`config.mk`:
```
export PLATFORM = sky130hd
export DESIGN_NAME = riscv_htif_mem_arbiter
export DESIGN_NICKNAME = d
export VERILOG_FILES = /design/src/rtl/riscv_htif_arb_pkg.sv /design/src/rtl/riscv_rr_picker.sv /design/src/rtl/riscv_htif_mem_arbiter.sv
export SDC_FILE = /design/constraint.sdc
export NUM_CORES = 1
export LEC_CHECK = 0
export ABC_AREA = 1
export CORE_AREA = 2 2 204 206
export CTS_CLUSTER_DIAMETER = 80
export DETAILED_ROUTE_END_ITERATION = 8
export DIE_AREA = 0 0 206 208
export HOLD_SLACK_MARGIN = 0.1
export PLACE_DENSITY = 0.42
export RECOVER_POWER = 25
export SETUP_SLACK_MARGIN = 0.05
export SLEW_MARGIN = 20
export SYNTH_ARGS = -nofsm -noshare
export SYNTH_HDL_FRONTEND = slang
export SYNTH_SLANG_ARGS = --single-unit
```
`constraint.sdc`:
```
create_clock -name clk -period 2.3 [get_ports clk]
set_input_delay 0.69 -clock clk [delete_from_list [all_inputs] [get_ports clk]]
set_output_delay 0.69 -clock clk [all_outputs]
set_load 0.1 [all_outputs]
```
`src/rtl/riscv_htif_arb_pkg.sv`:
```
// Shared types and helpers for the HTIF memory-port arbiter.
// Optional feature macro used by the arbiter: HTIF_ARB_LOCK_EN.
package riscv_htif_arb_pkg;

  typedef enum logic [0:0] {
    ARB_IDLE = 1'b0,
    ARB_SEND = 1'b1
  } arb_state_t;

  // Memory opcodes carried on the request port (passed through untouched).
  localparam logic [3:0] M_XRD = 4'b0000;
  localparam logic [3:0] M_XWR = 4'b0001;
  localparam logic [3:0] M_FLA = 4'b0110;

  // Width of the requester id field; never narrower than one bit.
  function automatic int id_w(input int nreq);
    return (nreq <= 32'sd1) ? 32'sd1 : $clog2(nreq);
  endfunction

  // Build a downstream tag: requester id above the requester-local tag.
  function automatic logic [31:0] tag_compose(input logic [31:0] id, input logic [31:0] ltag,
                                              input int ltag_w);
    return (id << ltag_w) | ltag;
  endfunction

  // Recover the requester id from a downstream tag.
  function automatic logic [31:0] tag_id(input logic [31:0] tag, input int ltag_w);
    return tag >> ltag_w;
  endfunction

endpackage

```
`src/rtl/riscv_rr_picker.sv`:
```
// Round-robin one-hot picker: first asserted request at or after ptr, wrapping.
module riscv_rr_picker
  import riscv_htif_arb_pkg::*;
#(
  parameter int NREQ = 2,
  localparam int ID_W = id_w(NREQ)
) (
  input  logic [NREQ-1:0] req,
  input  logic [ID_W-1:0] ptr,
  output logic [NREQ-1:0] grant,
  output logic            valid
);

  logic [ID_W:0]   sum_s;
  logic [ID_W-1:0] idx_s;

  // Walk the requesters starting at ptr; only the first request seen wins.
  always_comb begin
    grant = '0;
    valid = 1'b0;
    sum_s = '0;
    idx_s = '0;
    for (int k = 0; k < NREQ; k++) begin
      sum_s = {1'b0, ptr} + (ID_W+1)'(k);
      sum_s = (sum_s >= (ID_W+1)'(NREQ)) ? (sum_s - (ID_W+1)'(NREQ)) : sum_s;
      idx_s = sum_s[ID_W-1:0];
      grant[idx_s] = req[idx_s] & ~valid;
      valid = valid | req[idx_s];
    end
  end

endmodule

```
`src/rtl/riscv_htif_mem_arbiter.sv`:
```
// Shares one CPU memory request port among NREQ requesters with round-robin
// grant, a single registered request stage and per-requester outstanding
// response counters. Responses are steered back by the id in the tag MSBs.
// Optional macro HTIF_ARB_LOCK_EN adds rq_lock for locked request sequences.
module riscv_htif_mem_arbiter
  import riscv_htif_arb_pkg::*;
#(
  parameter int NREQ      = 2,
  parameter int TAG_W     = 12,
  parameter int MAX_OUTST = 4,
  localparam int ID_W   = id_w(NREQ),
  localparam int LTAG_W = TAG_W - ID_W,
  localparam int CNT_W  = $clog2(MAX_OUTST + 1)
) (
  input  logic                         clk,
  input  logic                         rst_n,
  input  logic [NREQ-1:0]              rq_val,
  output logic [NREQ-1:0]              rq_rdy,
  input  logic [NREQ-1:0][3:0]         rq_op,
  input  logic [NREQ-1:0][31:0]        rq_addr,
  input  logic [NREQ-1:0][63:0]        rq_data,
  input  logic [NREQ-1:0][7:0]         rq_wmask,
  input  logic [NREQ-1:0][LTAG_W-1:0]  rq_tag,
`ifdef HTIF_ARB_LOCK_EN
  input  logic [NREQ-1:0]              rq_lock,
`endif
  output logic [NREQ-1:0]              rs_val,
  output logic [63:0]                  rs_data,
  output logic [LTAG_W-1:0]            rs_tag,
  output logic                         mem_req_val,
  input  logic                         mem_req_rdy,
  output logic [3:0]                   mem_req_op,
  output logic [31:0]                  mem_req_addr,
  output logic [63:0]                  mem_req_data,
  output logic [7:0]                   mem_req_wmask,
  output logic [TAG_W-1:0]             mem_req_tag,
  input  logic                         mem_resp_val,
  input  logic [63:0]                  mem_resp_data,
  input  logic [TAG_W-1:0]             mem_resp_tag,
  output logic                         error
);

  localparam logic [CNT_W-1:0] MAX_C = CNT_W'(MAX_OUTST);

  arb_state_t                   state_r;
  arb_state_t                   state_nxt_s;
  logic [ID_W-1:0]              ptr_r;
  logic [NREQ-1:0][CNT_W-1:0]   outst_r;
  logic [3:0]                   cap_op_r;
  logic [31:0]                  cap_addr_r;
  logic [63:0]                  cap_data_r;
  logic [7:0]                   cap_wmask_r;
  logic [TAG_W-1:0]             cap_tag_r;
  logic                         error_r;

  logic [NREQ-1:0]              room_s;
  logic [NREQ-1:0]              lock_mask_s;
  logic [NREQ-1:0]              elig_s;
  logic [NREQ-1:0]              grant_s;
  logic                         pick_valid_s;
  logic [ID_W-1:0]              win_idx_s;
  logic                         accept_s;
  logic                         adv_en_s;
  logic [ID_W-1:0]              ptr_adv_s;
  logic [31:0]                  resp_id_full_s;
  logic [ID_W-1:0]              resp_id_s;
  logic                         resp_in_range_s;
  logic                         resp_ok_s;
  logic                         resp_bad_s;

`ifdef HTIF_ARB_LOCK_EN
  logic                         lock_act_r;
  logic [ID_W-1:0]              lock_owner_r;
`endif

  // Eligibility: valid request, room for another response, and lock owner if locked.
  always_comb begin
    room_s = '0;
    for (int i = 0; i < NREQ; i++) begin
      room_s[i] = (outst_r[i] < MAX_C);
    end
`ifdef HTIF_ARB_LOCK_EN
    lock_mask_s = lock_act_r ? (NREQ'(1'b1) << lock_owner_r) : '1;
    adv_en_s    = ~rq_lock[win_idx_s];
`else
    lock_mask_s = '1;
    adv_en_s    = 1'b1;
`endif
    elig_s = rq_val & room_s & lock_mask_s;
  end

  riscv_rr_picker #(.NREQ(NREQ)) u_picker (
    .req   (elig_s),
    .ptr   (ptr_r),
    .grant (grant_s),
    .valid (pick_valid_s)
  );

  // Encode the one-hot grant and derive the handshake and next pointer.
  always_comb begin
    win_idx_s = '0;
    for (int i = 0; i < NREQ; i++) begin
      win_idx_s = win_idx_s | (grant_s[i] ? ID_W'(i) : '0);
    end
    accept_s  = (state_r == ARB_IDLE) && pick_valid_s;
    ptr_adv_s = (win_idx_s == ID_W'(NREQ - 1)) ? '0 : (win_idx_s + ID_W'(1'b1));
  end

  // Decode the response id; responses for unknown or idle requesters are dropped.
  always_comb begin
    resp_id_full_s  = tag_id(32'(mem_resp_tag), LTAG_W);
    resp_id_s       = resp_id_full_s[ID_W-1:0];
    resp_in_range_s = (resp_id_full_s < 32'(NREQ));
    resp_ok_s       = mem_resp_val && resp_in_range_s && (outst_r[resp_id_s] != '0);
    resp_bad_s      = mem_resp_val && !resp_ok_s;
  end

  // FSM state register.
  always_ff @(posedge clk or negedge rst_n) begin
    if (!rst_n) begin
      state_r <= ARB_IDLE;
    end else begin
      state_r <= state_nxt_s;
    end
  end

  // FSM next state: accept moves to SEND, downstream ready returns to IDLE.
  always_comb begin
    state_nxt_s = state_r;
    case (state_r)
      ARB_IDLE: state_nxt_s = accept_s ? ARB_SEND : ARB_IDLE;
      ARB_SEND: state_nxt_s = mem_req_rdy ? ARB_IDLE : ARB_SEND;
      default:  state_nxt_s = ARB_IDLE;
    endcase
  end

  // FSM outputs plus the combinational response passthrough.
  always_comb begin
    rq_rdy        = accept_s ? grant_s : '0;
    mem_req_val   = (state_r == ARB_SEND);
    mem_req_op    = cap_op_r;
    mem_req_addr  = cap_addr_r;
    mem_req_data  = cap_data_r;
    mem_req_wmask = cap_wmask_r;
    mem_req_tag   = cap_tag_r;
    rs_val        = resp_ok_s ? (NREQ'(1'b1) << resp_id_s) : '0;
    rs_data       = mem_resp_data;
    rs_tag        = mem_resp_tag[LTAG_W-1:0];
    error         = error_r;
  end

  // Request capture stage: holds the winner's fields while waiting for mem_req_rdy.
  always_ff @(posedge clk or negedge rst_n) begin
    if (!rst_n) begin
      cap_op_r    <= '0;
      cap_addr_r  <= '0;
      cap_data_r  <= '0;
      cap_wmask_r <= '0;
      cap_tag_r   <= '0;
    end else if (accept_s) begin
      cap_op_r    <= rq_op[win_idx_s];
      cap_addr_r  <= rq_addr[win_idx_s];
      cap_data_r  <= rq_data[win_idx_s];
      cap_wmask_r <= rq_wmask[win_idx_s];
      cap_tag_r   <= {win_idx_s, rq_tag[win_idx_s]};
    end else begin
      cap_op_r    <= cap_op_r;
      cap_addr_r  <= cap_addr_r;
      cap_data_r  <= cap_data_r;
      cap_wmask_r <= cap_wmask_r;
      cap_tag_r   <= cap_tag_r;
    end
  end

  // Outstanding counters: +1 on accept, -1 on routed response, both cancel out.
  always_ff @(posedge clk or negedge rst_n) begin
    if (!rst_n) begin
      outst_r <= '0;
    end else begin
      for (int i = 0; i < NREQ; i++) begin
        case ({rq_rdy[i], rs_val[i]})
          2'b10:   outst_r[i] <= outst_r[i] + CNT_W'(1'b1);
          2'b01:   outst_r[i] <= outst_r[i] - CNT_W'(1'b1);
          default: outst_r[i] <= outst_r[i];
        endcase
      end
    end
  end

  // Round-robin pointer moves past each winner unless a lock is being taken.
  always_ff @(posedge clk or negedge rst_n) begin
    if (!rst_n) begin
      ptr_r <= '0;
    end else if (accept_s && adv_en_s) begin
      ptr_r <= ptr_adv_s;
    end else begin
      ptr_r <= ptr_r;
    end
  end

`ifdef HTIF_ARB_LOCK_EN
  // Lock tracking: each accept re-evaluates the lock from its rq_lock bit.
  always_ff @(posedge clk or negedge rst_n) begin
    if (!rst_n) begin
      lock_act_r   <= 1'b0;
      lock_owner_r <= '0;
    end else if (accept_s) begin
      lock_act_r   <= rq_lock[win_idx_s];
      lock_owner_r <= win_idx_s;
    end else begin
      lock_act_r   <= lock_act_r;
      lock_owner_r <= lock_owner_r;
    end
  end
`endif

  // Sticky protocol error on any dropped response.
  always_ff @(posedge clk or negedge rst_n) begin
    if (!rst_n) begin
      error_r <= 1'b0;
    end else if (resp_bad_s) begin
      error_r <= 1'b1;
    end else begin
      error_r <= error_r;
    end
  end

endmodule

```
# Word level (Yosys, flattened, before mapping)
# Index checks and enable logic that the tools add are counted.
[classes]
addsub = 8
magnitude_cmp = 11
eq_ne = 4
shift = 1
mux = 32
bitwise = 6
n_reduce_logical = 10
[op_table]
columns = ["op", "count"]
rows = [
  ["64-bit 2-to-1 mux", 2],
  ["32-bit 2-to-1 mux", 2],
  ["11-bit 2-to-1 mux", 2],
  ["8-bit 2-to-1 mux", 2],
  ["1-bit 2-to-1 mux", 12],
  ["3-bit case mux with 2 select lines", 2],
  ["1-bit by 2-bit less-than comparator with 1-bit output, second input constant", 5],
  ["4-bit 2-to-1 mux", 2],
  ["3-bit by 1-bit adder with 3-bit output, second input constant", 2],
  ["1-bit logical AND", 6],
  ["3-bit less-than comparator, second input constant", 2],
  ["3-bit 2-to-1 mux", 2],
  ["3-bit by 1-bit subtractor with 3-bit output, second input constant", 2],
  ["2-bit bitwise AND", 2],
  ["2-bit by 1-bit == test with 1-bit output, second input constant", 2],
  ["2-bit == test, second input constant", 2],
  ["2-bit 2-to-1 mux", 2],
  ["2-bit nonzero test", 2],
  ["3-bit nonzero test", 1],
  ["1-bit by 1-bit adder with 2-bit output, second input constant", 1],
  ["2-bit bitwise mux", 1],
  ["1-bit demux with 1-bit select", 2],
  ["1-bit greater-or-equal comparator, second input constant", 2],
  ["1-bit by 2-bit greater-or-equal comparator with 1-bit output, second input constant", 1],
  ["other kinds (9)", 11],
]
[word_totals]
register_bits = 129
in_bits = 320
output_inout_bits = 201
word_cells = 82

# Logic depth before layout (Yosys ltp)
# Gate-level depths: netlist of the first run.
[logic_depth]
word_depth = 11
depth_mapped = 13
depth_no_buf = 12

# Modules after synthesis
# A second synthesis of the first run with hierarchy kept.
[unflattened]
cells_unflattened = 790
hier_area_um2 = 6327.3
[modules_own_cells]
columns = ["mod", "n_inst", "cells_per_inst", "area_per_inst_um2", "seq_area_each_um2"]
rows = [
  ["riscv_htif_mem_arbiter", 1, 784, 6301.0, 3228.1],
  ["riscv_rr_picker", 1, 6, 26.3, 0.0],
]

# Worst setup path before layout of the first run
# No wires, ideal clock.
[synth_timing]
path_kind = "in2reg"
from = "input mem_resp_tag[11]"
to = "register outst_r[5] (netlist bit)"
setup_time_ns = 0.117
arrival_ns = 3.203
t_required_ns = 2.183
path_slack_ns = -1.020
path_stages = 11
n_path_buf = 0
cell_sequence = "nor2_1 -> nand2_1 -> nand3_1 -> nor2_1 -> ha_1 -> inv_1 -> fa_1 -> nand2_1 -> nand3_1 -> nand2_1 -> nand2_1"
[synth_via]
elab_chain_cells = 7
word_cells_on_any_way = 12
cone_classes = "1 x order compare; 2 x eq/ne; 1 x shift; 4 x mux; 4 x reduce/logical"
[synth_rtl]
columns = ["element", "line_no", "source"]
rows = [
  ["start: declaration", "riscv_htif_mem_arbiter.sv:39", "input logic [TAG_W-1:0] mem_resp_tag,"],
  ["3-bit 2-to-1 mux (implied by the code) (2 in a row)", "riscv_htif_mem_arbiter.sv:114", "resp_ok_s = mem_resp_val && resp_in_range_s && (outst_r[resp_id_s] != '0);"],
  ["3-bit nonzero test", "riscv_htif_mem_arbiter.sv:114", ""],
  ["1-bit logical AND", "riscv_htif_mem_arbiter.sv:114", ""],
  ["2-bit 2-to-1 mux *", "riscv_htif_mem_arbiter.sv:146", "rs_val = resp_ok_s ? (NREQ'(1'b1) << resp_id_s) : '0;"],
  ["via rs_val[1]", "riscv_htif_mem_arbiter.sv:27", "output logic [NREQ-1:0] rs_val,"],
  ["2-bit by 1-bit == test with 1-bit output or 2-bit == test (tied branches)", "riscv_htif_mem_arbiter.sv:181", "case ({rq_rdy[i], rs_val[i]})"],
  ["3-bit case mux with 2 select lines or 2-bit nonzero test (tied branches)", "n/a", ""],
  ["end signal: indexed assignment", "riscv_htif_mem_arbiter.sv:182", "2'b10: outst_r[i] <= outst_r[i] + CNT_W'(1'b1);"],
  ["end signal: indexed assignment", "riscv_htif_mem_arbiter.sv:183", "2'b01: outst_r[i] <= outst_r[i] - CNT_W'(1'b1);"],
  ["end signal: indexed assignment", "riscv_htif_mem_arbiter.sv:184", "default: outst_r[i] <= outst_r[i];"],
  ["end: declaration", "riscv_htif_mem_arbiter.sv:48", "logic [NREQ-1:0][CNT_W-1:0] outst_r;"],
]
# Mark *: on every way through the listed nets, which the timed path passes. The rest lies on a longest branch. The select of a mux whose other input is x is not followed.
# A chain may end at the register's enable or synchronous reset.

# Worst setup path in the final report of the first run
[layout_timing]
from = "input rq_val[0]"
to = "output rq_rdy[0]"
[layout_via]
elab_chain_cells = 7
word_cells_on_any_way = 12
cone_classes = "6 x mux; 5 x bitwise; 1 x reduce/logical"
[layout_rtl]
columns = ["element", "line_no", "source"]
rows = [
  ["start: declaration", "riscv_htif_mem_arbiter.sv:17", "input logic [NREQ-1:0] rq_val,"],
  ["2-bit bitwise AND *", "riscv_htif_mem_arbiter.sv:89", "elig_s = rq_val & room_s & lock_mask_s;"],
  ["1-bit 2-to-1 mux (implied by the code) (2 in a row)", "riscv_rr_picker.sv:27, riscv_rr_picker.sv:28", ""],
  ["1-bit inverter", "riscv_rr_picker.sv:27", "grant[idx_s] = req[idx_s] & ~valid;"],
  ["1-bit bitwise AND", "riscv_rr_picker.sv:27", ""],
  ["2-bit bitwise mux", "riscv_rr_picker.sv:27", ""],
  ["2-bit 2-to-1 mux *", "riscv_htif_mem_arbiter.sv:139", "rq_rdy = accept_s ? grant_s : '0;"],
  ["end: declaration", "riscv_htif_mem_arbiter.sv:18", "output logic [NREQ-1:0] rq_rdy,"],
]
# Every way passes the cells marked *; elsewhere a longest branch is shown, timed or not. The select of a mux whose other input is x is not followed.

==> run_results.csv, run 1 <==
group,metric,value,unit
die,die_w,206,µm
setup_path,endpoint_kind,"output port",
placed_design,dp_hpwl,21350,µm
timing,slew_headroom,0.3363,
logic_synthesis,ys_types,17,
timing,min_period_over_period,0.9539,
global_route,grt_pass1_wl,47050,µm
die,io_pins,521,
final_layout,multi_input_area,2788,µm²
route,routedWlPerCell,19.18,µm
final_layout,layout.nets,1427,
clock_network,cts_hold_buf,0,
die,core_area,40550,µm²
placed_design,portBuffers,370,
logic_synthesis,postSynthAreaPerCell,8.419,µm²
clock_network,clock_path_buffers,2,
worst_hold_path,hp-class,"in -> async",
route,viasPerCell,4.438,
route,vias,7314,
final_layout,drive_gt1_frac,0.2054,
clock_network,cts-root-buf,"clkbuf_16",
global_route,globalRoute.totalOverflow,0,
final_layout,nFillCells,4444,
pwr,power_density,1830,nW/µm²
timing,clock_skew,0.009230,ns
die,rows,74,
logic_synthesis,synth-seq-cells,129,
timing,slew_violations,0,
setup_path,worstSetupPathType,"in -> out",
final_layout,area.growth.synth_to_final,63.55,%
timing,period_needed,2.194,ns
placed_design,pre_cts_slack,-0.3584,ns
placed_design,gp_congestion,0.7391,
pwr,p_leak,0.004935,µW
die,start_util,0.1706,
placed_design,dp_cells,1609,
global_route,grt_max_degree,71,
timing,setup_viol,0,
clock_network,htree_levels,4,
setup_path,worstPathArrival,1.50,ns
global_route,grt_use_total,0.1451,
logic_synthesis,syn_nets,1146,
final_layout,post-route-util,0.2791,
logic_synthesis,syn_area,6920,µm²
pwr,peakVddDrop,870.4,µV
timing,worst_pin_slew,0.9955,ns
clock_network,numCtsBuffers,17,
timing,fmaxAchievable,455.8,MHz
setup_path,cp_max_fo,3,
clock_network,clkTransAtPathRegs,0.06,ns
global_route,antenna_found_initial,1,
logic_synthesis,yosysWarningCount,0,
pwr,power,20710,µW
die,fp.dieArea,42850,µm²
final_layout,regArea,3234,µm²
timing,tns,0,ns
timing,rsz0062_at_grt,"yes",
timing,hold_violations,0,
final_layout,finalNonFillerCells,1648,
route,ant_nets,0,
setup_path,worstPathRequired,1.61,ns
clock_network,clk_latency,0.43,ns
logic_synthesis,syn_inst,822,
global_route,grt_pass1_vias,7706,
run,maxCapViolations,0,
route,drc,0,
route,drtPass1Iterations,4,
logic_synthesis,ys_seq_area_frac,0.4665,
clock_network,cts.sinks,129,
timing,timing.final.ws_setup,0.1061,ns
route,wirelength,31600,µm
route,drt-initial-drc-count,446,
setup_path,start_kind,"input pin",
clock_network,cts_tree,"built",
die,fp.dieH,208,µm
run_status,status,"finished, final reports clean",
final timing paths:
check	cells after the start	slack [ns]	from	end
min in group clk	2	0.47	error	error
worst min register to register	2	0.47	error	error
worst min-delay path	1	0.42	rst_n	mem_req_tag[3]
worst max-delay path	6	0.11	rq_val[0]	rq_rdy[0]
worst max register to register	11	0.30	outst_r[2]	outst_r[2]
max in group asynchronous	2	0.47	rst_n	mem_req_data[46]
placed cells by master, fill, tap and decap left out, types with 2 or more instances in the layout:
cell type / n
clkinv_2: 2
nand3_1: 478
nor2_1: 2
dfrtp_1: 126
buf_4: 150
bufinv_16: 3
nand2_2: 2
nand2_1: 18
clkbuf_1: 3
clkdlybuf4s50_1: 239
inv_1: 10
dfrtp_2: 2
clkbuf_8: 3
inv_2: 4
clkinvlp_4: 5
xnor2_1: 2
clkbuf_16: 17
clkdlybuf4s15_1: 2
nor2_4: 5
buf_12: 19
nand2_4: 2
nand3_4: 5
where the power goes:
part           leakage [µW]  internal [µW]  switching, µW
Sequential          0.00160           3370            677
Combinational       0.00305           3230          10500
Clock              0.000288           1780           1110
Yosys cell counts (all sizes together):
library cell / number / area share
nor2: 8 / 0.0051
xnor2: 2 / 0.0025
nand4: 1 / 0.00090
inv: 16 / 0.0087
clkbuf: 5 / 0.0027
o21ai: 2 / 0.0014
nand2: 22 / 0.012
dfrtp: 129 / 0.47
ha: 2 / 0.0036
nand3: 484 / 0.35
fa: 2 / 0.0058
buf: 148 / 0.14
xor2: 1 / 0.0013
per-stage QoR:
stage,hold WS [ns],instance area (µm²)
after detailed placement,0.4553,10660
final,0.4153,11320
after global routing,0.4587,11320
after global placement,0.4533,10660
after floorplan,0.3944,6995
after CTS,0.1343,11310
area by class of cell:
type | instances | share of cell area
clock buffer | 22 | 0.04190
timing repair buffer | 415 | 0.3494
inverter | 16 | 0.005969
tap | 532 | 0.05881
sequential | 129 | 0.2858
clock inverter | 9 | 0.01161
multi-input combinational | 524 | 0.2463
antenna | 1 | 0.0002211
sequential cells by signal, indices dropped and copies added (netlist names):
name,count
mem_req_addr,32
mem_req_tag,12
ptr_r,1
error,1
mem_req_op,4
outst_r,6
mem_req_wmask,8
mem_req_val,1
mem_req_data,64
repair_timing:
item	in CTS	in global routing
buffers inserted	5	2
resized for setup	9	6
pin swaps	3	2
endpoints found under the setup margin	4	4
kinds of logic (layout without fill, tap and decap cells):
family,after synthesis,count (layout),share of synthesized area
adder cells (fa/ha/maj),4,4,0.009401
other,0,1,0
XOR/XNOR,3,3,0.003797
AND/OR/NAND/NOR,515,515,0.3686
AO/OA/AOI/OAI,2,2,0.001446
buffers and inverters,169,462,0.1502
flip-flops,129,129,0.4665
critical path: stages:
cell and delay, ns:
clkdlybuf4s15_1 0.26, nand2_2 0.09, nor2_4 0.14, nand2_4 0.07
clkinvlp_4 0.08, buf_12 0.17
routing by layer:
| layer | vias up | routed length [µm] | GRT usage |
|---|---|---|---|
| met5 | - | 0 | 0.002304 |
| met3 | 42 | 2534 | 0.04793 |
| met2 | 287 | 15460 | 0.2460 |
| met1 | 3600 | 12920 | 0.1696 |
| met4 | 0 | 689 | 0.05172 |
| li1 | 3385 | - | - |
Power figures use the tool's default switching activity.
==> run 2, diff against run 1 <==
--- a/config.mk
+++ b/config.mk
@@ -6,12 +6,12 @@
 export NUM_CORES = 1
 export LEC_CHECK = 0
 export ABC_AREA = 1
-export CORE_AREA = 2 2 204 206
+export CORE_AREA = 4 4 200 202
 export CTS_CLUSTER_DIAMETER = 80
 export DETAILED_ROUTE_END_ITERATION = 8
-export DIE_AREA = 0 0 206 208
+export DIE_AREA = 0 0 204 206
 export HOLD_SLACK_MARGIN = 0.1
-export PLACE_DENSITY = 0.42
+export PLACE_DENSITY = 0.44
 export RECOVER_POWER = 25
 export SETUP_SLACK_MARGIN = 0.05
 export SLEW_MARGIN = 20
==> run 2 against run 1 <==
Net effect:
- die area fell by 1.9%
- critical path type unchanged
- via count unchanged
- clock power grew 2%
- critical endpoint unchanged
- total power is 0.17% higher
- non-clock buffer count up 1
- register-to-register slack better by 0.08 ns
- utilization is 1.6 points higher
- highest routed layer unchanged
- sequential cell count is the same
- wire length fell by 1.9%
- hold slack worse by 0.29 ns
==> run_results.csv, run 2 (same netlist as run 1, synthesis figures left out) <==
group,metric,value,unit
run_status,status,"finished, final reports clean",
route,ant_nets,0,
final_layout,largest_reg_flops,64,
final_layout,post-route-util,0.2954,
route,drt-initial-drc-count,294,
global_route,grt_pass1_vias,7548,
clock_network,htree_levels,4,
timing,tns,0,ns
setup_path,cp_cell_sequence,"dlygate4sd2_1, buf_6, nand3_4, nand2_4, clkinvlp_4, buf_12",
setup_path,rr_worst_depth,10,
timing,slew_headroom,0.09722,
final_layout,mostFrequentLayoutCell,"nand3_1",
placed_design,portBuffers,370,
global_route,globalRoute.totalOverflow,0,
setup_path,endpoint_kind,"output port",
final_layout,nFillCells,4063,
final_layout,finalNonFillerCells,1637,
global_route,grt_pass1_wl,45910,µm
global_route,antenna_found_initial,2,
timing,rsz0062_at_grt,"no",
timing,slew_violations,0,
clock_network,cts.sinks,129,
route,viasPerCell,4.468,
die,rows,72,
route,drtPass1Iterations,4,
die,fp.dieH,206,µm
route,wirelength,30990,µm
setup_path,rr_endpoint,"outst_r[2]",
timing,period_needed,2.186,ns
setup_path,worstSetupPathType,"in -> out",
clock_network,numCtsBuffers,17,
setup_path,crit_family,"buffers and inverters",
die,start_util,0.1808,
route,drc,0,
timing,min_period_over_period,0.9506,
pwr,peakVddDrop,1130,µV
final_layout,final_cell_mix,"nand3_1 (478), clkdlybuf4s50_1 (239), buf_4 (150)",
pwr,power,20740,µW
setup_path,worstPathArrival,1.50,ns
run,maxCapViolations,0,
final_layout,multi_input_area,2788,µm²
final_layout,drive_gt1_frac,0.2059,
timing,clock_skew,0.009144,ns
setup_path,cpPeakStageDelay,0.25,ns
setup_path,cp_max_fo,2,
die,fp.dieArea,42020,µm²
timing,setup_viol,0,
placed_design,detailed_place.area,10660,µm²
placed_design,gp_congestion,0.7390,
final_layout,area.growth.synth_to_final,63.41,%
route,routedWlPerCell,18.93,µm
pwr,power_density,1834,nW/µm²
final_layout,regArea,3233,µm²
setup_path,cp_num_buf_inv,4,
final_layout,layout.nets,1428,
clock_network,cts_hold_buf,0,
die,io_pins,521,
global_route,grt_max_degree,85,
global_route,grt_use_total,0.1418,
setup_path,r2r_slack,0.38,ns
setup_path,start_kind,"input pin",
die,core_area,38290,µm²
clock_network,clk_latency,0.43,ns
clock_network,cts-root-buf,"clkbuf_16",
final_layout,fin_area,11310,µm²
pwr,p_leak,0.004947,µW
worst_hold_path,hp-class,"in -> async",
route,vias,7314,
setup_path,worstPathRequired,1.61,ns
clock_network,cts_tree,"built",
placed_design,dp_hpwl,21410,µm
die,die_w,204,µm
timing,fmaxAchievable,457.4,MHz
setup_path,rr_startpoint,"outst_r[2]",
clock_network,clock_path_buffers,2,
clock_network,clkTransAtPathRegs,0.06,ns
setup_path,slowest_stage,"dlygate4sd2_1",
placed_design,dp_cells,1597,
timing,worst_pin_slew,1.354,ns
timing,hold_violations,0,
[run 2: report_power, final]
| group | internal, µW | switching, µW | total (µW) |
|---|---|---|---|
| registers | 3360 | 644 | 4010 |
| clock network | 1870 | 1110 | 2970 |
| logic | 3220 | 10500 | 13800 |
[run 2: worst max-delay path by stage]
stage | from | end | slack [ns] | cells past startpoint
3_5_place_dp | mem_resp_tag[11] | outst_r[5] | -0.35 | 12
6_report | rq_val[1] | rq_rdy[0] | 0.11 | 6
3_3_place_gp | rq_val[0] | outst_r[2] | -0.32 | 9
2_1_floorplan | mem_resp_tag[11] | outst_r[5] | -0.14 | 11
5_1_grt | outst_r[2] | rq_rdy[0] | 0.06 | 6
4_1_cts | rq_val[0] | rq_rdy[0] | 0.04 | 6
[run 2: through the flow]
stage | worst slack (ns) | hold slack (ns)
after global placement | -0.3233 | 0.4539
after global routing | 0.05816 | 0.1016
after CTS | 0.03969 | 0.1039
final | 0.1136 | 0.1205
after floorplan | -0.1388 | 0.3944
after detailed placement | -0.3452 | 0.4585
[run 2: layer usage]
layer	vias to the layer above	share of wire	wire length, µm	global-route usage
met5	-	0	0	0
met4	0	0.025	783	0.04762
met3	52	0.084	2593	0.04974
met2	297	0.48	15010	0.2401
met1	3576	0.41	12600	0.1686
li1	3389	-	-	-
[run 2: area by class of cell]
class                           count  area share
Antenna cell                        2   0.0004426
Clock buffer                       22     0.04105
Clock inverter                     10     0.01394
Inverter                           16    0.006196
Multi-Input combinational cell    524      0.2465
Sequential cell                   129      0.2859
Tap cell                          518     0.05731
Timing Repair Buffer              416      0.3486
[run 2: repair_timing]
item                                    CTS  global route
endpoints found under the setup margin    4             4
buffers inserted                          3             3
gates resized for setup                  12             4
pin swaps                                 3             1
==> run 3, diff against run 2 <==
==> constraint.sdc (replaced) <==
create_clock -name clk -period 2.22 [get_ports clk]
set_input_delay 0.666 -clock clk [delete_from_list [all_inputs] [get_ports clk]]
set_output_delay 0.666 -clock clk [all_outputs]
set_load 0.1 [all_outputs]
==> run 3 against run 2 <==
Net effect:
- total power up 5.3%
- worst setup slack lost 0.048 ns
- sequential cell count unchanged
- critical path type is now reg -> out
==> run_results.csv, run 3 (same netlist as run 1, synthesis figures left out) <==
group,metric,value,unit
run_status,status,"finished, final reports clean",
final_layout,finalNonFillerCells,1637,
setup_path,cp_num_buf_inv,4,
worst_hold_path,hp-class,"reg -> reg",
route,wirelength,31760,µm
setup_path,worstSetupPathType,"reg -> out",
route,ant_nets,0,
die,die_w,204,µm
setup_path,crit_family,"buffers and inverters",
final_layout,fin_area,11430,µm²
pwr,p_leak,0.004979,µW
route,drc,0,
route,drtPass1Iterations,4,
timing,clock_skew,0.008307,ns
die,fp.dieH,206,µm
placed_design,detailed_place.area,10660,µm²
final_layout,drive_gt1_frac,0.2086,
pwr,peakVddDrop,813.3,µV
global_route,antenna_found_initial,4,
timing,fmaxAchievable,464.2,MHz
timing,hold_violations,0,
timing,setup_viol,0,
die,io_pins,521,
timing,slew_headroom,0.4691,
setup_path,cpPeakStageDelay,0.40,ns
clock_network,clkTransAtPathRegs,0.06,ns
clock_network,htree_levels,4,
run,maxCapViolations,0,
placed_design,portBuffers,370,
setup_path,cp_max_fo,3,
route,routedWlPerCell,19.40,µm
clock_network,cts.sinks,129,
final_layout,largest_reg_flops,64,
timing,slew_violations,0,
route,viasPerCell,4.479,
timing,worst_pin_slew,0.7964,ns
clock_network,cts_tree,"built",
die,start_util,0.1808,
clock_network,cts-root-buf,"clkbuf_16",
timing,min_period_over_period,0.9704,
clock_network,clk_latency,0.43,ns
clock_network,numCtsBuffers,17,
setup_path,r2r_slack,0.21,ns
global_route,grt_pass1_wl,46860,µm
route,vias,7332,
setup_path,cp_cell_sequence,"inv_2, buf_12, nand3_4, nand2_4, clkinvlp_4, buf_12",
die,rows,72,
setup_path,start_kind,"flop",
setup_path,endpoint_kind,"output port",
final_layout,layout.nets,1428,
setup_path,worstPathRequired,1.55,ns
placed_design,dp_cells,1588,
global_route,globalRoute.totalOverflow,0,
global_route,grt_pass1_vias,7532,
global_route,grt_max_degree,63,
setup_path,worstPathArrival,1.49,ns
placed_design,gp_congestion,0.7477,
setup_path,slowest_stage,"dfrtp_1",
placed_design,dp_hpwl,22180,µm
die,fp.dieArea,42020,µm²
final_layout,nFillCells,4100,
die,core_area,38290,µm²
clock_network,clock_path_buffers,2,
route,drt-initial-drc-count,445,
global_route,grt_use_total,0.1446,
setup_path,cp_common_cell,"buf_12",
timing,rsz0062_at_grt,"yes",
pwr,power_density,1912,nW/µm²
final_layout,final_cell_mix,"nand3_1 (478), clkdlybuf4s50_1 (239), buf_4 (144)",
final_layout,area.growth.synth_to_final,65.12,%
timing,period_needed,2.154,ns
final_layout,mostFrequentLayoutCell,"nand3_1",
## run 3: cell count changes in the layout (fill, tap and decap cells not counted), moves of 2 or more
cell      change
buf_12        +6
buf_4         -6
clkinv_2      -3
clkbuf_1      -2
clkbuf_2      -2
clkinv_4      +2
inv_2         +2
## run 3: metrics by stage
| step | setup TNS, ns | total power (µW) | hold WS, ns | util | setup slack, ns |
|---|---|---|---|---|---|
| after floorplan | -0.3981 | 15230 | 0.3704 | - | -0.1948 |
| after global placement | -12.90 | 18630 | 0.4512 | 0.2783 | -0.3291 |
| after detailed placement | -16.79 | 18620 | 0.4560 | 0.2783 | -0.3672 |
| after CTS | 0 | 22110 | 0.4725 | 0.2980 | 0.005287 |
| after global routing | -0.03292 | 22920 | 0.4978 | 0.2985 | -0.02346 |
| final | 0 | 21850 | 0.4675 | 0.2985 | 0.06578 |
## run 3: final cells by class
class,count,area (µm²),share of cell area
Antenna cell,2,5.005,0.0004380
Clock inverter,12,206.4,0.01807
Tap cell,518,648.1,0.05672
Timing Repair Buffer,416,4030,0.3527
Clock buffer,20,446.7,0.03909
Multi-Input combinational cell,524,2790,0.2442
Sequential cell,129,3233,0.2829
Inverter,16,67.56,0.005913
## run 3: worst paths after layout
path                            startpoint          endpoint  depth (start not counted)
max                             outst_r[5]         rq_rdy[0]                          6
min                        mem_req_tag[11]   mem_req_tag[11]                          2
max reg2reg                     outst_r[2]        outst_r[2]                         11
min reg2reg                mem_req_tag[11]   mem_req_tag[11]                          2
max in group asynchronous            rst_n  mem_req_data[36]                          3
min in group asynchronous            rst_n  mem_req_data[15]                          2
## run 3: power breakdown
| part | switching, µW | internal [µW] | total (µW) |
|---|---|---|---|
| clock | 1190 | 2030 | 3220 |
| combinational | 10900 | 3500 | 14400 |
| sequential | 745 | 3490 | 4230 |
| total | 12800 | 9020 | 21900 |
## run 3: worst min-delay path, cell delays in order, from the launching register on
cell and delay, ns:
dfrtp_1 0.34, nand2_1 0.05, nand2_1 0.04
## run 3: per-layer routing
| layer | track usage | part of all wire |
|---|---|---|
| met4 | 0.05097 | 0.026 |
| met5 | 0 | 0.0011 |
| met3 | 0.06622 | 0.11 |
| met1 | 0.1715 | 0.39 |
| met2 | 0.2323 | 0.47 |
## run 3: timing repair
| action | 4_1_cts | 5_1_grt |
|---|---|---|
| gates cloned | 0 | 0 |
| gates resized for setup | 13 | 4 |
| endpoints found under the hold margin | 25 | 0 |
| pin swaps | 6 | 6 |
| endpoints found under the setup margin | 4 | 3 |
| hold buffers | 1 | 0 |
| setup buffers | 9 | 6 |
==> edit (settings of run 2) <==
The parameter `MAX_OUTST` goes from 4 to 2.
--- a/src/rtl/riscv_htif_mem_arbiter.sv
+++ b/src/rtl/riscv_htif_mem_arbiter.sv
@@ -8,5 +8,5 @@
   parameter int NREQ      = 2,
   parameter int TAG_W     = 12,
-  parameter int MAX_OUTST = 4,
+  parameter int MAX_OUTST = 2,
   localparam int ID_W   = id_w(NREQ),
   localparam int LTAG_W = TAG_W - ID_W,
Check against the original RTL: same outputs for any inputs over 4 cycles, from zero or initial values and one cycle with rst_n low; that may be too few to reach the edited logic, so the function may still have changed.
==> edit against run 2 <==
- worst hold slack improved by 270 ps
- synthesized area decreased by 2.2%
- clock skew decreased by 3.7 ps
- count of clock-buffer cells in the layout increased by 2
- first-iteration DRC count increased by 48%
- final cell count decreased by 1.8%
- critical path depth unchanged
- wire length increased by 2.8%
- synthesized cell count decreased by 1.7%
- setup slack improved by 1.4 ps
- sequential cell count decreased by 2
- sequential share of layout area increased by 0.17 points
- design area decreased by 2.2%
- power decreased by 2.5%
==> edit: results (changes against run 2) <==
power_and_ir_drop:
  p_sw_mw: 12.0  # -2.4%
  leakagePower_nw: 4.85  # -2.0%
  peakVddDrop_mv: 0.877  # -22%
grt:
  antenna_found_initial: 1  # -1
  grt_use_total_pct: 14.6  # +0.45 points
  grt_pass1_wl_mm: 47.7  # +3.8%
  grt_max_degree: 71  # -16%
  grt_pass1_vias: 7487  # -0.81%
layout:
  fin_nets: 1401  # -1.9%
  antenna_cells: 0  # -2
  fill_cells: 4084  # +0.52%
route:
  drt_iter0_drc: 435  # +48%
  dr_total_vias: 7229  # -1.2%
  wire_per_inst_um: 19.8  # +4.6%
synth:
  synth_compound_area_share_pct: 0.0739  # -0.071 points
  ys_seq_area_share_pct: 47.0  # +0.30 points
  synthMuxAreaShare_pct: 0  # unchanged
  synth_xor_area_share_pct: 0.518  # +0.14 points
  synthAdderAreaFrac_pct: 0.370  # -0.57 points
  synthTopCellsByArea: "dfrtp_1 (47%), nand3_1 (36%), buf_4 (8.9%), buf_2 (4.8%), nand2_1 (0.94%)"
  synthTopCellsByCount: "nand3_1 (482), dfrtp_1 (127), buf_4 (80), buf_2 (65), nand2_1 (17)"
  synth_nets: 1130  # -1.4%
timing:
  whs_ps: 391  # +270 ps
  finClkSkew_ps: 5.48  # -3.66 ps
  tightest_slew_ps: 998  # -356 ps
setup_path:
  reg2reg_from: "ptr_r$_DFFE_PN0N_"
  reg2reg_to: "mem_req_data[16]$_DFFE_PN0N_"
  crit_fanout: 3  # +1
place:
  dp_hpwl_mm: 21.8  # +1.7%
  gp_congestion: 0.756  # +2.3%
run_status:
  status: "complete, no violations"
edit: critical path: stages:
cell             delay, ps
clkdlybuf4s15_1        250
nand2_1                110
nor2_4                 110
nand2_2                 80
clkinvlp_4              90
buf_12                 170
edit: cell type report:
type | count | area (um^2) | share of cell area [%]
Tap cell | 518 | 648 | 5.86
Clock buffer | 24 | 502 | 4.54
Timing Repair Buffer | 405 | 3880 | 35.1
Multi-Input combinational cell | 513 | 2670 | 24.1
Clock inverter | 6 | 105 | 0.951
Sequential cell | 127 | 3180 | 28.8
Inverter | 15 | 76.3 | 0.690
edit: kinds of logic (layout without fill, tap and decap cells):
family	after synthesis	in the layout
simple gates	506	506
buf+inv	168	450
compound gates	1	1
flops	127	127
fa+ha+maj	2	2
xor+xnor	4	4
edit: stage by stage:
| step | setup slack [ps] | area, um^2 | instances | util, % |
|---|---|---|---|---|
| finish | 115 | 11100 | 1608 | 28.9 |
| global route | 15.4 | 11100 | 1608 | 28.9 |
| CTS | 62.0 | 11100 | 1605 | 28.9 |
| detailed placement | -274 | 10400 | 1572 | 27.3 |
| global placement | -258 | 10400 | 1572 | 27.3 |
| floorplan | -46.8 | 6800 | 808 | - |
edit: timing repair:
action,CTS,global route
hold endpoints to repair,0,0
buffers inserted,3,3
gates resized for setup,9,5
setup endpoints to repair,4,3
edit: layer usage:
| layer | vias up | GRT usage, % | share of wire, % |
|---|---|---|---|
| met1 | 3536 | 17.7 | 40 |
| met4 | 4 | 4.76 | 2.6 |
| met3 | 64 | 5.63 | 9.2 |
| met2 | 307 | 24.0 | 48 |
| li1 | 3318 | - | - |
| met5 | - | 0.714 | 0.17 |
edit: how the worst max path moves through the flow:
stage	cells past startpoint	slack (ps)	end	start
2_1_floorplan	6	-50	outst_r[3]$_DFFE_PN0P_	mem_resp_tag[11]
3_3_place_gp	6	-260	rs_val[0]	mem_resp_tag[11]
3_5_place_dp	6	-270	rs_val[0]	mem_resp_tag[11]
4_1_cts	5	60	rs_val[0]	outst_r[2]$_DFFE_PN0P_
5_1_grt	6	20	rq_rdy[1]	outst_r[3]$_DFFE_PN0P_
6_report	6	120	rq_rdy[0]	rq_val[0]
edit: power groups by stage:
stage	clock, mW	sequential (mW)	combinational, mW
6_report	2.87	3.96	13.4
5_1_grt	3.09	4.10	14.0
3_5_place_dp	0	3.97	13.4
4_1_cts	2.99	3.96	13.5
2_1_floorplan	0	10.9	3.35
3_3_place_gp	0	3.97	13.5
